==> src/rtl/stopwatch_watch_pkg.sv <==
// -----------------------------------------------------------------------------
// stopwatch_watch_pkg
// Shared types and constants for the watch/stopwatch control unit.
//   sw_state_t   : stopwatch run/stop/clear FSM states
//   field_t      : watch edit cursor (which time field is being edited)
//   EDIT_*       : encoding of the per-field edit command outputs
//   field_onehot : cursor -> one-hot LED pattern
// -----------------------------------------------------------------------------
package stopwatch_watch_pkg;

    typedef enum logic [1:0] {
        ST_STOP  = 2'd0,
        ST_RUN   = 2'd1,
        ST_CLEAR = 2'd2
    } sw_state_t;

    typedef enum logic [1:0] {
        FLD_MSEC = 2'd0,
        FLD_SEC  = 2'd1,
        FLD_MIN  = 2'd2,
        FLD_HOUR = 2'd3
    } field_t;

    localparam logic [1:0] EDIT_NONE = 2'b00;
    localparam logic [1:0] EDIT_UP   = 2'b01;
    localparam logic [1:0] EDIT_DOWN = 2'b11;

    function automatic logic [3:0] field_onehot(input field_t f);
        logic [3:0] oh;
        oh    = 4'b0000;
        oh[f] = 1'b1;
        return oh;
    endfunction

endpackage

==> src/rtl/stopwatch_watch_ctrl_btn.sv <==
// -----------------------------------------------------------------------------
// btn_debounce_edge
// Conditions one raw push-button: 2-FF synchronizer, debounce counter, and a
// one-cycle pulse on each accepted rising edge (release produces nothing).
// Ports:
//   clk   : system clock
//   reset : asynchronous, active-low reset
//   btn   : raw asynchronous button, active-high
//   level : accepted (debounced) button level
//   press : one-cycle pulse when the accepted level rises
// -----------------------------------------------------------------------------
module btn_debounce_edge #(
    parameter int DEBOUNCE_CYC = 100_000
) (
    input  logic clk,
    input  logic reset,
    input  logic btn,
    output logic level,
    output logic press
);

    localparam int                CNT_W    = $clog2(DEBOUNCE_CYC + 1);
    localparam logic [CNT_W-1:0] CNT_LAST = CNT_W'(DEBOUNCE_CYC - 1);

    logic             sync_1_q;
    logic             sync_2_q;
    logic             level_q;
    logic             level_d_q;
    logic [CNT_W-1:0] cnt_q;

    // NOTE: state is written with non-blocking assignments so every flop
    // samples the pre-edge value of its neighbours (required for a shift chain).
    always_ff @(posedge clk or negedge reset) begin
        if (!reset) begin
            sync_1_q <= 1'b0;
            sync_2_q <= 1'b0;
        end else begin
            sync_1_q <= btn;
            sync_2_q <= sync_1_q;
        end
    end

    // The accepted level comes out of reset as "held": a button that is
    // already down when reset lifts must first be seen released for
    // DEBOUNCE_CYC samples, so it cannot fire a spurious press.
    always_ff @(posedge clk or negedge reset) begin
        if (!reset) begin
            cnt_q     <= '0;
            level_q   <= 1'b1;
            level_d_q <= 1'b1;
        end else begin
            level_d_q <= level_q;
            if (sync_2_q == level_q) begin
                cnt_q <= '0;
            end else if (cnt_q >= CNT_LAST) begin
                level_q <= sync_2_q;
                cnt_q   <= '0;
            end else begin
                cnt_q <= cnt_q + CNT_W'(1);
            end
        end
    end

    assign level = level_q;
    assign press = level_q & ~level_d_q;

endmodule

==> src/rtl/stopwatch_watch_ctrl.sv <==
// -----------------------------------------------------------------------------
// stopwatch_watch_ctrl
// Control unit for the combined watch/stopwatch: turns four push-buttons and
// the mode switches into stopwatch run/stop/clear and per-field edit commands,
// and drives four status LEDs. All outputs are registered.
// Optional feature macro: STOPWATCH_WATCH_CTRL_AUTO_REPEAT_EN (auto-repeat of
// held up/down buttons in watch edit mode).
// Ports:
//   clk             : system clock (100 MHz)
//   reset           : asynchronous, active-low reset
//   i_up/i_down     : raw edit increment/decrement buttons
//   i_right/i_left  : raw run-stop/clear buttons, or cursor move in edit mode
//   i_watch_select  : 0 = watch mode, 1 = stopwatch mode
//   i_edit          : 1 = watch edit mode enabled
//   o_run_stop      : stopwatch counting enable
//   o_clear         : stopwatch clear, one-cycle pulse
//   o_edit_msec/sec/min/hour : 00 none, 01 increment, 11 decrement (pulses)
//   o_led           : status LEDs
// -----------------------------------------------------------------------------
module stopwatch_watch_ctrl
    import stopwatch_watch_pkg::*;
#(
    parameter int DEBOUNCE_CYC = 100_000,
    parameter int REPEAT_DLY   = 50_000_000,
    parameter int REPEAT_PER   = 10_000_000
) (
    input  logic       clk,
    input  logic       reset,
    input  logic       i_up,
    input  logic       i_down,
    input  logic       i_right,
    input  logic       i_left,
    input  logic       i_watch_select,
    input  logic       i_edit,
    output logic       o_run_stop,
    output logic       o_clear,
    output logic [1:0] o_edit_msec,
    output logic [1:0] o_edit_sec,
    output logic [1:0] o_edit_min,
    output logic [1:0] o_edit_hour,
    output logic [3:0] o_led
);

    logic p_up, p_down, p_right, p_left;
    logic lvl_up, lvl_down, lvl_right, lvl_left;

    btn_debounce_edge #(.DEBOUNCE_CYC(DEBOUNCE_CYC)) u_btn_up (
        .clk(clk), .reset(reset), .btn(i_up), .level(lvl_up), .press(p_up)
    );
    btn_debounce_edge #(.DEBOUNCE_CYC(DEBOUNCE_CYC)) u_btn_down (
        .clk(clk), .reset(reset), .btn(i_down), .level(lvl_down), .press(p_down)
    );
    btn_debounce_edge #(.DEBOUNCE_CYC(DEBOUNCE_CYC)) u_btn_right (
        .clk(clk), .reset(reset), .btn(i_right), .level(lvl_right), .press(p_right)
    );
    btn_debounce_edge #(.DEBOUNCE_CYC(DEBOUNCE_CYC)) u_btn_left (
        .clk(clk), .reset(reset), .btn(i_left), .level(lvl_left), .press(p_left)
    );

    // Only up/down levels matter (and only for auto-repeat).
    logic unused_levels;
    assign unused_levels = ^{lvl_right, lvl_left};

    logic edit_active;
    assign edit_active = !i_watch_select && i_edit;

    logic up_cmd, down_cmd;

`ifdef STOPWATCH_WATCH_CTRL_AUTO_REPEAT_EN
    localparam int REP_MAX = (REPEAT_DLY > REPEAT_PER) ? REPEAT_DLY : REPEAT_PER;
    localparam int REP_W   = $clog2(REP_MAX + 1);
    localparam logic [REP_W-1:0] REP_DLY_C = REP_W'(REPEAT_DLY);
    localparam logic [REP_W-1:0] REP_PER_C = REP_W'(REPEAT_PER);
    localparam logic [REP_W-1:0] REP_SAT   = REP_W'(REP_MAX);

    // Index 0 = up, 1 = down.
    logic [1:0]       rep_held, rep_press, rep_on_q, rep_first_q, rep_fire;
    logic [REP_W-1:0] rep_cnt_q [2];

    assign rep_held  = {lvl_down, lvl_up};
    assign rep_press = {p_down, p_up};

    // cnt counts cycles since the last pulse; the first gap is REPEAT_DLY,
    // later gaps REPEAT_PER.
    always_comb begin
        rep_fire = 2'b00;
        for (int i = 0; i < 2; i++) begin
            rep_fire[i] = rep_on_q[i] && rep_held[i] &&
                          (rep_cnt_q[i] == (rep_first_q[i] ? REP_DLY_C : REP_PER_C));
        end
    end

    // NOTE: this small counter array is reset explicitly; it is flop-based
    // control state, not a RAM, so reset costs nothing and avoids X at start.
    always_ff @(posedge clk or negedge reset) begin
        if (!reset) begin
            rep_on_q    <= 2'b00;
            rep_first_q <= 2'b00;
            for (int i = 0; i < 2; i++) rep_cnt_q[i] <= '0;
        end else begin
            for (int i = 0; i < 2; i++) begin
                if (!edit_active || !rep_held[i]) begin
                    rep_on_q[i]    <= 1'b0;
                    rep_first_q[i] <= 1'b0;
                    rep_cnt_q[i]   <= '0;
                end else if (rep_press[i]) begin
                    rep_on_q[i]    <= 1'b1;
                    rep_first_q[i] <= 1'b1;
                    rep_cnt_q[i]   <= REP_W'(1);
                end else if (rep_on_q[i]) begin
                    if (rep_fire[i]) begin
                        rep_first_q[i] <= 1'b0;
                        rep_cnt_q[i]   <= REP_W'(1);
                    end else if (rep_cnt_q[i] != REP_SAT) begin
                        rep_cnt_q[i] <= rep_cnt_q[i] + REP_W'(1);
                    end
                end
            end
        end
    end

    assign up_cmd   = p_up   | rep_fire[0];
    assign down_cmd = p_down | rep_fire[1];
`else
    logic unused_repeat;
    assign unused_repeat = ^{lvl_up, lvl_down, REPEAT_DLY[0], REPEAT_PER[0]};

    assign up_cmd   = p_up;
    assign down_cmd = p_down;
`endif

    // ---------------- stopwatch FSM ----------------
    sw_state_t sw_q, sw_d;

    always_ff @(posedge clk or negedge reset) begin
        if (!reset) sw_q <= ST_STOP;
        else        sw_q <= sw_d;
    end

    // NOTE: every combinational output gets a default first, so no path
    // leaves it unassigned and no latch is inferred.
    always_comb begin
        sw_d = sw_q;
        unique case (sw_q)
            ST_STOP: begin
                if (i_watch_select) begin
                    if (p_right)     sw_d = ST_RUN;
                    else if (p_left) sw_d = ST_CLEAR;
                end
            end
            ST_RUN: begin
                if (i_watch_select && p_right) sw_d = ST_STOP;
            end
            ST_CLEAR: sw_d = ST_STOP;
            default:  sw_d = ST_STOP;
        endcase
    end

    // ---------------- edit cursor FSM ----------------
    field_t     cur_q, cur_d;
    logic [1:0] edit_cmd;
    logic [3:0] led_d;

    always_ff @(posedge clk or negedge reset) begin
        if (!reset) cur_q <= FLD_MSEC;
        else        cur_q <= cur_d;
    end

    // The edit command targets the cursor position before any move in the
    // same cycle; opposing simultaneous presses cancel.
    always_comb begin
        cur_d    = cur_q;
        edit_cmd = EDIT_NONE;
        if (edit_active) begin
            if (up_cmd && !down_cmd)      edit_cmd = EDIT_UP;
            else if (down_cmd && !up_cmd) edit_cmd = EDIT_DOWN;
            if (p_left && !p_right)       cur_d = field_t'(cur_q + 2'd1);
            else if (p_right && !p_left)  cur_d = field_t'(cur_q - 2'd1);
        end
    end

    always_comb begin
        led_d = 4'b0000;
        if (i_watch_select) led_d = {1'b1, 2'b00, (sw_d == ST_RUN)};
        else if (i_edit)    led_d = field_onehot(cur_d);
    end

    // ---------------- registered outputs ----------------
    always_ff @(posedge clk or negedge reset) begin
        if (!reset) begin
            o_run_stop  <= 1'b0;
            o_clear     <= 1'b0;
            o_edit_msec <= EDIT_NONE;
            o_edit_sec  <= EDIT_NONE;
            o_edit_min  <= EDIT_NONE;
            o_edit_hour <= EDIT_NONE;
            o_led       <= 4'b0000;
        end else begin
            o_run_stop  <= (sw_d == ST_RUN);
            o_clear     <= (sw_d == ST_CLEAR);
            o_edit_msec <= (cur_q == FLD_MSEC) ? edit_cmd : EDIT_NONE;
            o_edit_sec  <= (cur_q == FLD_SEC)  ? edit_cmd : EDIT_NONE;
            o_edit_min  <= (cur_q == FLD_MIN)  ? edit_cmd : EDIT_NONE;
            o_edit_hour <= (cur_q == FLD_HOUR) ? edit_cmd : EDIT_NONE;
            o_led       <= led_d;
        end
    end

endmodule

==> config.mk <==
export PLATFORM = sky130hd
export DESIGN_NAME = stopwatch_watch_ctrl
export DESIGN_NICKNAME = d
export VERILOG_FILES = /design/src/rtl/stopwatch_watch_pkg.sv /design/src/rtl/stopwatch_watch_ctrl_btn.sv /design/src/rtl/stopwatch_watch_ctrl.sv
export SDC_FILE = /design/constraint.sdc
export NUM_CORES = 1
export LEC_CHECK = 0
export BUFFER_PORTS_ARGS = -buffer_cell sky130_fd_sc_hd__buf_2
export CAP_MARGIN = 20
export CORE_MARGIN = 8
export CORE_UTILIZATION = 61
export CTS_BUF_LIST = sky130_fd_sc_hd__clkbuf_16
export DETAILED_ROUTE_END_ITERATION = 10
export PLACE_DENSITY = 0.79
export SYNTH_ARGS = -nofsm -noshare
export SYNTH_HDL_FRONTEND = slang
export SYNTH_SLANG_ARGS = --single-unit
==> constraint.sdc <==
create_clock -name clk -period 2.15 [get_ports clk]
set_input_delay 0.1075 -clock clk [delete_from_list [all_inputs] [get_ports clk]]
set_output_delay 0.1075 -clock clk [all_outputs]
set_load 0.005 [all_outputs]
* Word level (Yosys, flattened, before mapping)
Index checks and enable logic that the tools add are counted.
** Cells by class
- Add/sub/neg operators :: 6
- Magnitude comparators :: 6
- Equal/unequal tests :: 10
- Muxes and demuxes :: 27
- Bitwise logic cells :: 12
- Reductions and logical operators :: 18
** Operators by type and width (number)
- $mux W17 :: 8
- $add A17 B1 Y17 const B :: 4
- $ge A17 B17 Y1 const B :: 4
- $mux W2 :: 14
- $mux W4 :: 2
- $not A1 Y1 :: 8
- $reduce_and A2 Y1 :: 4
- $logic_and A1 B1 Y1 :: 7
- $eq A2 B1 Y1 const B :: 3
- $eq A2 B2 Y1 const B :: 3
- $logic_not A1 Y1 :: 5
- $and A1 B1 Y1 :: 4
- $eq A1 B1 Y1 :: 4
- $logic_not A2 Y1 :: 2
- $pmux W2 S2 :: 1
- $lt A2 B3 Y1 const B :: 1
- $add A2 B1 Y2 const B :: 1
- $demux W1 S2 :: 1
- $ge A2 B1 Y1 const B :: 1
- $sub A2 B1 Y2 const B :: 1
- $mux W1 :: 1
** Word-level totals
- Register bits :: 102
- Input port bits :: 8
- Word-level logic and storage cells :: 108

* Longest topological paths before layout
- Word-level depth :: 13
- Mapped depth :: 8
- Depth with buffers taken out :: 6

* Cells and area by module
A second synthesis with hierarchy kept.
** Unflattened totals
- Cell total of the unflattened synthesis :: 445
- Area total of the unflattened synthesis :: 4830.9 um2
** By module, submodules not included
- btn_debounce_edge :: instances 4, cells each 96, area each 1016.0 um2, seq. area each 528.0 um2
- stopwatch_watch_ctrl :: instances 1, cells each 61, area each 767.0 um2, seq. area each 450.4 um2

* Least setup slack after synthesis
OpenSTA, ideal clock, no wires.
- Kind :: register to register
- From :: reg u_btn_up.cnt_q[0]
- To :: reg u_btn_up.level_q (netlist: u_btn_up.level)
- Setup time :: 82 ps
- Arrival time :: 1721 ps
- Required time :: 2068 ps
- Setup slack :: 347 ps
- Stages on the path, launching flop included :: 7
- Period minus slack after synthesis :: 1803 ps
- Path through :: dfrtp_1 -> ha_1 -> and4_4 -> buf_6 -> and4_4 -> a211oi_4 -> mux2_2
** Between the ends
- Word-level cells in the longest chain between the ends :: 2
** RTL lines
- start, declared :: line stopwatch_watch_ctrl_btn.sv:29 : logic [CNT_W-1:0] cnt_q;
- start signal, assigned :: line stopwatch_watch_ctrl_btn.sv:59 : cnt_q <= cnt_q + CNT_W'(1);
- $ge A17 B17 Y1 :: line stopwatch_watch_ctrl_btn.sv:55 : end else if (cnt_q >= CNT_LAST) begin
- $reduce_and A2 Y1 (no line)
- end signal, assigned :: line stopwatch_watch_ctrl_btn.sv:56 : level_q <= sync_2_q;
- end, declared :: line stopwatch_watch_ctrl_btn.sv:27 : logic level_q;
Every way passes these cells.
A chain may end at the register's enable or synchronous reset.

* Worst setup path in the final report
- From :: reg u_btn_left.cnt_q[0]
- To :: reg u_btn_left.cnt_q[15]
** Between the ends
- Word-level cells in the longest chain between the ends :: 3
** RTL lines
- start, declared :: line stopwatch_watch_ctrl_btn.sv:29
- start signal, assigned :: line stopwatch_watch_ctrl_btn.sv:59
- $add A17 B1 Y17 or $ge A17 B17 Y1 (tied branches) :: line stopwatch_watch_ctrl_btn.sv:59, stopwatch_watch_ctrl_btn.sv:55
- $mux W17 (*) :: line stopwatch_watch_ctrl_btn.sv:55
- $mux W17 (*) :: line stopwatch_watch_ctrl_btn.sv:53 : if (sync_2_q == level_q) begin
Every way passes the cells marked *; elsewhere a longest branch is shown, timed or not.

==> metrics.yaml <==
global_route:
  grt_pass1_wl_um: 14060
  grt_pass1_vias: 3115
  antenna_found_initial: 1
  grtUsageTotal: 0.1703
  grt_start_max_net_pins: 46
  grt_remaining_overflow: 0
route:
  drt_wl_total_um: 8392
  drt-initial-drc-count: 63
  dr.pass1.iters: 4
  via_per_inst: 5.521
  drcViolationCount: 0
  postRouteAntennaNets: 0
  num_vias: 3169
  route.detailed.wl_per_inst_um: 14.62
finish:
  layout-drive-gt1-share: 0.1498
  final_core_util: 0.7155
  num-nets-final: 486
  areaGrowthSynthToFinish_pct: 12.52
setup_path:
  critPathArrivalTime_ns: 2.12
  start_kind: "flip-flop"
  path_max_fanout: 16
  r2r_start: "u_btn_left.cnt_q[0]"
  reg2reg_depth: 6
  regToRegSetupSlack_ns: 0.28
  path_class: "reg2reg"
  required_ns: 2.40
  r2r_end: "u_btn_left.cnt_q[15]"
  end_kind: "flip-flop"
synthesis:
  ys_seq_area_frac: 0.5526
  synth-edff-count: 0
  syn_avg_cell_area_um2: 10.66
  ys_types: 44
  netlist_area_um2: 4637
  yosysTopAreaCell: "dfrtp_1"
  synth_top_area_frac: 0.5073
  muxShareOfSynthArea: 0.009714
  synth_nets: 452
  synth_xor_area_frac: 0.1284
  yosys_warnings: 0
  yosys.area_share.simple: 0.2372
  ys_seq_elements: 102
  synth_area_leaders: "dfrtp_1, xor2_1, nor2_1"
  synth_adder_area_share: 0.02428
  async_flop_share: 1.000
  ys.flop_type: "dfrtp_1"
  synth_compound_area_frac: 0.02995
  syn_inst: 435
  synth_top_family_by_area: "simple AND/OR/NAND/NOR gates"
die:
  floorplan.initialDensity: 0.6359
  num_rows: 31
  die_w_um: 103.2
  die_h_um: 103.2
  core_um2: 7292
  ios: 22
  die-area_um2: 10650
clocking:
  cts_resized: 0
  numCtsBuffers: 9
  cts_tree: "yes"
  cts.clk_slew.worst_paths_ns: 0.07
  htree_num_levels: 3
  post_cts_buffers: 0
  clock_sinks: 102
  clock_latency_ns: 0.35
  cts_root_buf: "clkbuf_16"
  clock_path_buffers: 2
place:
  hpwl_um: 5651
  gp_congestion: 0.8622
  portBuffers: 21
  dp_slack_ns: 0.3215
sta:
  hold_viol: 0
  max_freq_mhz: 534.6
  holdWs_ns: 0.03107
  slew_violations: 0
  setup_ws_ns: 0.2794
  max-slew-margin-rel: 0.6380
  clock_skew_ns: 0.005596
  final.setup.tns_ns: 0
  fin_crit_ns: 1.871
  rsz0062_at_grt: "false"
  worstMarginPinSlew_ns: 0.5360
  fin_crit_sh: 0.8700
  finalSetupViolations: 0
pwr:
  power_mw: 3.739
  p_leak_nw: 2.381
  irDropWorstVdd_v: 0.0004754
  p_per_area_nw_per_um2: 716.7
hold_path:
  min_from: "i_edit"
  hold_path_class: "in2reg"
  holdPathEnd: "o_led[3]"
  whs_path_depth: 2
outcome:
  status: "complete, no violations"
job:
  maxCapViolations: 0
==> metrics by stage <==
| stage | std cells | cell area [um^2] |
|---|---|---|
| after floorplan | 435 | 4637 |
| after global placement | 552 | 4858 |
| after detailed placement | 552 | 4858 |
| after CTS | 573 | 5215 |
| after global routing | 573 | 5215 |
| final | 574 | 5218 |
==> worst max-delay path by stage <==
stage | from | endpoint | slack [ns] | cells after the start
floorplan | u_btn_up.cnt_q[0] | u_btn_up.level | 0.35 | 6
CTS | u_btn_left.cnt_q[0] | u_btn_left.cnt_q[15] | 0.28 | 6
detailed placement | u_btn_down.cnt_q[13] | u_btn_down.cnt_q[6] | 0.32 | 5
global placement | u_btn_up.cnt_q[0] | u_btn_up.level | 0.40 | 5
global route | u_btn_left.cnt_q[0] | u_btn_left.cnt_q[15] | 0.11 | 6
finish | u_btn_left.cnt_q[0] | u_btn_left.cnt_q[15] | 0.28 | 6
==> layout by cell type, fill, tap and decap left out, types with 3 or more instances in the layout <==
cell           instances
and2_1                 8
and3_1                12
and4_1                 5
buf_2                 20
buf_4                  4
clkbuf_16              9
dfrtp_1               94
dfstp_2                8
dlygate4sd3_1          5
ha_1                   9
inv_1                  8
mux2_2                 4
nand2_1               33
nand2b_1               4
nand3_1               23
nand4_1               17
nor2_1                78
nor2_2                10
nor2b_1                3
nor3_1                10
nor4_1                 5
o21ai_0                5
xnor2_1               19
xor2_1                49
==> routing by layer <==
layer / part of all wire / GRT usage
met5: 0.0019 / 0
met4: 0.018 / 0.06452
met3: 0.054 / 0.05890
met2: 0.49 / 0.2774
met1: 0.43 / 0.2044
==> cell families after synthesis <==
kind of cell | after synthesis
adder cells (fa/ha/maj) | 9
flip-flops | 102
multiplexers | 4
AO/OA/AOI/OAI | 18
AND/OR/NAND/NOR | 219
XOR/XNOR | 68
buffers and inverters | 15
==> cell type report <==
cell class | count | area [um^2]
fill | 561 | 2074
clock inverter | 7 | 81.33
timing repair buffer | 30 | 200.2
tap | 99 | 123.9
antenna | 1 | 2.502
inverter | 8 | 30.03
multi-input combinational | 318 | 1992
sequential | 102 | 2562
clock buffer | 9 | 225.2
==> repair_timing <==
action	in CTS	in global routing
hold buffers	5	0
endpoints found under the hold margin	35	0
setup endpoints to repair	0	0
==> power by group <==
group	internal, mW	switching (mW)	total, mW
clock	0.918	0.728	1.65
sequential	1.95	0.0217	1.97
combinational	0.0409	0.0839	0.125
==> sequential cells by signal, summed over array words and instances (netlist names), 2 cells and up <==
signal,flops
u_btn_left.cnt_q,17
o_edit_sec,2
u_btn_down.cnt_q,17
o_led,4
o_edit_min,2
u_btn_up.cnt_q,17
o_edit_hour,2
cur_q,2
u_btn_right.cnt_q,17
o_edit_msec,2
sw_q,2
==> synthesized netlist by cell type (all sizes together) (2+ instances only) <==
master  instances
nor4            5
dfrtp          94
and4            7
nor3           10
o21ai           5
nor4b           2
mux2            4
a211oi          2
nor2b           3
dfstp           8
buf             5
clkbuf          2
and2            8
nor2           88
nand3          25
xnor2          19
a31oi           2
inv             8
xor2           49
nand2          34
nand2b          4
and3           12
ha              9
nand4          18
==> critical path, cell delays in order (launching register included) <==
cell      delay [ns]
dfrtp_1         0.42
ha_1            0.26
nand4_1         0.11
o211ai_1        0.10
a31oi_1         0.24
nand2_1         0.38
nor2_1          0.27
No activity file was read; power rests on OpenSTA's default activity.
